**src/rtl/urv_divide_pkg.sv**
```systemverilog
// Shared definitions for the iterative M-extension divider:
// funct3 encodings, FSM state type and an operand magnitude helper.
package urv_divide_pkg;

    localparam logic [2:0] F3_DIV  = 3'b100;
    localparam logic [2:0] F3_DIVU = 3'b101;
    localparam logic [2:0] F3_REM  = 3'b110;
    localparam logic [2:0] F3_REMU = 3'b111;

    typedef enum logic [1:0] {
        ST_IDLE,
        ST_BUSY,
        ST_FIXUP,
        ST_DONE
    } state_t;

    // Magnitude of a signed operand; 0x80000000 stays 0x80000000,
    // which is the correct unsigned magnitude.
    function automatic logic [31:0] abs32(
        input logic [31:0] v,
        input logic        is_signed
    );
        return (is_signed && v[31]) ? (~v + 32'd1) : v;
    endfunction

endpackage

```
**src/rtl/urv_divide_step.sv**
```systemverilog
// One restoring-division step on a {rem,quo} accumulator.
// Ports: acc (current {rem,quo}), divisor, acc_next (after one step).
module urv_div_step (
    input  logic [63:0] acc,
    input  logic [31:0] divisor,
    output logic [63:0] acc_next
);

    // The shifted remainder can reach 33 bits when the divisor is
    // above 2^31, so the trial subtract keeps an extra borrow bit.
    logic [32:0] rem_sh;
    logic [33:0] trial;

    assign rem_sh = acc[63:31];
    assign trial  = {1'b0, rem_sh} - {2'b00, divisor};

    always_comb begin
        acc_next = {acc[62:0], 1'b0};
        if (!trial[33]) begin
            acc_next = {trial[31:0], acc[30:0], 1'b1};
        end
    end

endmodule

```
**src/rtl/urv_divide.sv**
```systemverilog
// Iterative 32-bit divider for DIV/DIVU/REM/REMU.
// Ports: d_* operands from decode, x_stall_i/x_kill_i pipeline control,
// x_stall_req_o busy stall, w_valid_o/w_rd_o writeback result.
module urv_divide
    import urv_divide_pkg::*;
#(
    parameter bit g_fast_special = 1'b1
) (
    input  logic        clk_i,
    input  logic        rst_i,
    input  logic        d_valid_i,
    input  logic        d_is_divide_i,
    input  logic [2:0]  d_fun_i,
    input  logic [31:0] d_rs1_i,
    input  logic [31:0] d_rs2_i,
    input  logic        x_stall_i,
    input  logic        x_kill_i,
    output logic        x_stall_req_o,
    output logic        w_valid_o,
    output logic [31:0] w_rd_o
);

    state_t state_q, state_d;

    logic [63:0] acc_q;
    logic [63:0] acc_nxt;
    logic [31:0] dvs_q;
    logic [4:0]  cnt_q;
    logic        rem_sel_q;
    logic        neg_quo_q;
    logic        neg_rem_q;
    logic [31:0] rd_q;

    logic        start;
    logic        is_signed;
    logic        zero_in;
    logic        ovf_in;
    logic        fast;
    logic [31:0] fast_rd;
    logic [31:0] quo_fix;
    logic [31:0] rem_fix;
    logic        stall_req;

    assign start = (state_q == ST_IDLE) & d_valid_i & d_is_divide_i
                 & d_fun_i[2] & ~x_kill_i;

    assign is_signed = ~d_fun_i[0];
    assign zero_in   = (d_rs2_i == 32'h0);
    assign ovf_in    = is_signed & (d_rs1_i == 32'h8000_0000)
                     & (d_rs2_i == 32'hFFFF_FFFF);
    assign fast      = g_fast_special & (zero_in | ovf_in);

    always_comb begin
        fast_rd = d_fun_i[1] ? d_rs1_i : 32'hFFFF_FFFF;
        if (!zero_in) begin
            fast_rd = d_fun_i[1] ? 32'h0 : 32'h8000_0000;
        end
    end

    urv_div_step u_step (
        .acc      (acc_q),
        .divisor  (dvs_q),
        .acc_next (acc_nxt)
    );

    assign quo_fix = neg_quo_q ? (~acc_q[31:0] + 32'd1) : acc_q[31:0];
    assign rem_fix = neg_rem_q ? (~acc_q[63:32] + 32'd1) : acc_q[63:32];

    always_comb begin
        state_d   = state_q;
        stall_req = 1'b0;
        case (state_q)
            ST_IDLE: begin
                if (start) begin
                    stall_req = 1'b1;
                    state_d   = fast ? ST_DONE : ST_BUSY;
                end
            end
            ST_BUSY: begin
                stall_req = 1'b1;
                if (x_kill_i) begin
                    state_d = ST_IDLE;
                end else if (cnt_q == 5'd31) begin
                    state_d = ST_FIXUP;
                end
            end
            ST_FIXUP: begin
                stall_req = 1'b1;
                state_d   = x_kill_i ? ST_IDLE : ST_DONE;
            end
            ST_DONE: begin
                if (x_kill_i || !x_stall_i) begin
                    state_d = ST_IDLE;
                end
            end
            default: state_d = ST_IDLE;
        endcase
    end

    always_ff @(posedge clk_i or negedge rst_i) begin
        if (!rst_i) begin
            state_q <= ST_IDLE;
        end else begin
            state_q <= state_d;
        end
    end

    always_ff @(posedge clk_i or negedge rst_i) begin
        if (!rst_i) begin
            acc_q     <= 64'h0;
            dvs_q     <= 32'h0;
            cnt_q     <= 5'd0;
            rem_sel_q <= 1'b0;
            neg_quo_q <= 1'b0;
            neg_rem_q <= 1'b0;
            rd_q      <= 32'h0;
        end else begin
            case (state_q)
                ST_IDLE: begin
                    if (start) begin
                        rem_sel_q <= d_fun_i[1];
                        // A zero divisor must yield all-ones whatever
                        // the signs, so it never negates the quotient.
                        neg_quo_q <= is_signed & ~zero_in
                                   & (d_rs1_i[31] ^ d_rs2_i[31]);
                        neg_rem_q <= is_signed & d_rs1_i[31];
                        acc_q     <= {32'h0, abs32(d_rs1_i, is_signed)};
                        dvs_q     <= abs32(d_rs2_i, is_signed);
                        cnt_q     <= 5'd0;
                        if (fast) begin
                            rd_q <= fast_rd;
                        end
                    end
                end
                ST_BUSY: begin
                    acc_q <= acc_nxt;
                    cnt_q <= cnt_q + 5'd1;
                end
                ST_FIXUP: begin
                    if (!x_kill_i) begin
                        rd_q <= rem_sel_q ? rem_fix : quo_fix;
                    end
                end
                default: ;
            endcase
        end
    end

    assign x_stall_req_o = stall_req;
    assign w_valid_o     = (state_q == ST_DONE);
    assign w_rd_o        = rd_q;

endmodule

```
**config.mk**
```make
export PLATFORM = sky130hd
export DESIGN_NAME = urv_divide
export DESIGN_NICKNAME = d
export VERILOG_FILES = /design/src/rtl/urv_divide_pkg.sv /design/src/rtl/urv_divide_step.sv /design/src/rtl/urv_divide.sv
export SDC_FILE = /design/constraint.sdc
export NUM_CORES = 1
export LEC_CHECK = 0
export ABC_AREA = 1
export ABC_CLOCK_PERIOD_IN_PS = 3300
export BUFFER_PORTS_ARGS = -buffer_cell sky130_fd_sc_hd__buf_4
export CAP_MARGIN = 10
export CELL_PAD_IN_SITES_DETAIL_PLACEMENT = 0
export CELL_PAD_IN_SITES_GLOBAL_PLACEMENT = 1
export CORE_MARGIN = 4
export CORE_UTILIZATION = 40
export CTS_CLUSTER_DIAMETER = 100
export DETAILED_ROUTE_END_ITERATION = 10
export GPL_TIMING_DRIVEN = 0
export PLACE_DENSITY_LB_ADDON = 0.1
export SYNTH_ARGS = -nofsm -noshare
export SYNTH_HDL_FRONTEND = slang
export SYNTH_SLANG_ARGS = --single-unit
```
**constraint.sdc**
```tcl
create_clock -name clk_i -period 3.3 [get_ports clk_i]
set_input_delay 0 -clock clk_i [delete_from_list [all_inputs] [get_ports clk_i]]
set_output_delay 0 -clock clk_i [all_outputs]
set_load 0.01 [all_outputs]
```
==> summary.md <==
| Metric | Value |
|---|---|
| Crit path max-delay cell type | `o21ai_2` |
| Gate power share | `64.7%` |
| Post-synth EDFFs | `0` |
| Vias in the first global route | `14,333` |
| Die area | `36,080 sq um` |
| VDD IR max | `0.4724 mV` |
| Post-Syn Instances | `2,275` |
| Syn nets | `2,393` |
| Final hold viol count | `0` |
| Core area | `32,620 sq um` |
| Final Wtd Congestion | `0.9840` |
| Clk root buf | `clkbuf_16` |
| Slew @ Worst Pin | `0.8437 ns` |
| Max Cap Viol | `0` |
| Die Width | `189.9 um` |
| Syn Area/Cell | `5.820 sq um` |
| Share of layout cells above drive strength 1 | `7.823%` |
| CTS Sinks | `138` |
| Final setup skew | `0.01130 ns` |
| Critical Path, Cell by Cell | `inv_1, ha_1, clkbuf_1, inv_2, o21ai_2, inv_2, clkbuf_1, a21oi_1, nand2_1, nand2_1` |
| Top_reg_cell synth | `dfrtp_1` |
| Worst EP arrival | `3.62 ns` |
| P per Cell Area | `863.7 nW/um^2` |
| Switch Pwr | `7.468 mW` |
| Status | `completed` |
| P_leak | `8.431 nW` |
| RSZ-0062 raised after global routing | `false` |
| Via Count | `15,295` |
| Synth warn | `0` |
| Sw Share | `55.03%` |
| Crit start category | `register` |
| Setup TNS | `0 ns` |
| CP Max Fanout | `10` |
| Hold/Removal Path Class | `in -> reg` |
| Gr usage total | `28.99%` |
| Commonest non-fill, non-tap cell in the layout | `nand2_1` |
| Final Max Slew Viols | `0` |
| CTS H-tree lvls | `4` |
| Cell-internal power | `6.103 mW` |
| # setup viols final | `0` |
| Die Y | `189.9 um` |
| Synth cell types | `44` |
| Synth Register Bits | `138` |
| Antenna Cells | `0` |
| Min cycle time layout | `3.225 ns` |
| FF/Latch Area | `3453 sq um` |
| Post-Layout Cell Count | `2,909` |
| Post-Syn Area | `13,240 sq um` |
| # IOs | `107` |
| Synthesis-to-finish area growth | `18.66%` |
| Remaining DRCs | `0` |
| Drt first pass iters | `6` |
| Nets | `2,572` |
| CP top delay family | `buffers and inverters` |
| First-pass GRT wire length | `81.10 mm` |
| Final wirelength | `52.76 mm` |
| DRT iter0 DRCs | `1,546` |
| Commonest non-fill, non-tap cells in the layout | `796 x nand2_1, 291 x inv_1, 266 x nand3_1` |
| Buf/Inv on CP | `5` |
| CP max stage delay | `0.56 ns` |
| Clock insertion delay at the later pin of the skew report | `0.45 ns` |
| Footprint of the multi-input gates | `8333 sq um` |
| Vias per inst | `5.258` |
| FMAX | `310.1 MHz` |
| Setup crit end kind | `register` |
| Placement Rows | `66` |
| CTS Buf Count | `17` |
| Antenna violations before repair | `1` |
| Post-Place Cells | `2,824` |
| Critical path required time | `3.69 ns` |
| Clock buffer depth | `2` |
| Largest net degree at the start of global routing | `94` |
| I/O Buffers | `106` |
| Postcts setup bufs | `0` |
| Routed length per instance | `18.14 um` |
| Reg power frac | `21.3%` |
| Post-layout util | `48.17%` |
| GRT overflow | `0` |
| Post-synthesis sequential area ratio | `26.08%` |
| Post-route ant nets | `0` |
| Starting density of the core | `40.59%` |
| Fin crit share | `97.71%` |
| Clock network power share | `14.0%` |
| CTS tree | `built` |
| Critical path type | `reg -> reg` |
| # fillers | `3,569` |
| DP Wirelength | `43.20 mm` |
| Clock slew at reported path FFs | `0.07 ns` |
| Rel. slew slack | `43.75%` |
| Ys async rst share | `100.0%` |
[final timing paths]
check,from,end,slack [ns],cells past startpoint
min in group asynchronous,rst_i,acc_q[63],0.06,2
min reg2reg,w_rd_o[19],w_rd_o[19],0.48,2
max in group asynchronous,rst_i,w_rd_o[27],2.39,3
max,state_q[1],acc_q[30],0.08,10
max reg2reg,state_q[1],acc_q[30],0.08,10
min,d_rs1_i[0],w_rd_o[0],0.002,5
[cells in the mapped netlist, types with 2 or more instances]
library cell	number	area share (%)
and2_1	4	0.19
buf_1	7	0.20
o21bai_1	4	0.23
dfrtp_1	138	26
xor2_1	38	2.5
nor3_1	23	0.87
buf_4	4	0.23
inv_2	8	0.23
nor2_4	3	0.26
a21oi_1	73	2.8
a31oi_1	3	0.14
o21ai_0	153	5.8
o21ai_1	12	0.45
o31ai_1	2	0.11
nand3_1	266	10
nor2_1	234	6.6
o21ai_2	2	0.13
inv_1	291	8.2
or2_2	2	0.094
o22ai_1	5	0.24
nor4_1	2	0.094
nand3_2	5	0.38
nand4_1	37	1.7
clkbuf_1	46	1.3
nor2_2	8	0.38
nand3b_1	10	0.57
buf_6	3	0.26
nand2_1	796	23
xnor2_1	17	1.1
nand2_2	4	0.19
buf_2	14	0.53
o211ai_1	6	0.34
ha_1	44	4.2
[power groups by stage]
stage	clock (mW)	sequential (mW)	combinational [mW]
finish	1.90	2.88	8.78
global route	1.99	2.96	9.81
CTS	1.91	2.88	8.64
detailed placement	0	2.90	8.54
global placement	0	2.89	8.50
floorplan	0	2.76	5.76
[kinds of logic (layout without fill, tap and decap cells)]
kind of cell | Yosys count | count (layout) | synth area share, %
fa+ha+maj | 45 | 45 | 4.309
flops | 138 | 138 | 26.08
compound gates | 267 | 267 | 10.71
simple gates | 1397 | 1397 | 44.28
buf+inv | 373 | 565 | 10.99
xor+xnor | 55 | 55 | 3.638
[through the flow]
step | total power, mW | area (sq um) | setup WS (ns) | hold slack, ns
floorplan | 8.523 | 13240 | 1.243 | -0.2956
global placement | 11.39 | 14590 | 0.1724 | 0.2472
detailed placement | 11.44 | 14620 | 0.2520 | -0.02646
CTS | 13.43 | 15710 | 0.2315 | 0.003059
global route | 14.76 | 15710 | 0.02031 | 0.04397
finish | 13.57 | 15710 | 0.07542 | 0.002144
[flip-flops by register name, summed over array words and instances (netlist names)]
register   flops
dvs_q         32
w_rd_o        32
cnt_q          5
acc_q         64
rem_sel_q      1
state_q        2
neg_rem_q      1
neg_quo_q      1
[metal layers]
layer / GRT usage, % / vias to the layer above / part of all wire (%) / routed length, um
li1: - / 7605 / - / -
met1: 42.65 / 7070 / 47 / 24710
met2: 42.91 / 555 / 42 / 22330
met3: 6.734 / 65 / 8.6 / 4541
met4: 7.318 / 0 / 2.2 / 1180
met5: 0 / - / 0 / 0
[tightest hold or removal path, cell delays in order]
cell and delay [ns]:
buf_4 0.09, o21ai_0 0.14, nand2_1 0.09, nand2_1 0.05, nand2_1 0.05
[area by class of cell]
type                       count  share of cell area, %
sequential                   138                  21.98
clock buffer                  21                  2.867
multi-input combinational   1764                  53.03
timing repair buffer         160                  8.640
clock inverter                11                 0.7007
tap                          442                  3.520
inverter                     299                  7.143
buffer                        74                  2.118
[timing repair]
| action | 4_1_cts | 5_1_grt |
|---|---|---|
| hold buffers | 53 | 0 |
| gates resized for setup | 0 | 0 |
| hold endpoints to repair | 104 | 0 |
No activity file was read; power rests on OpenSTA's default activity.
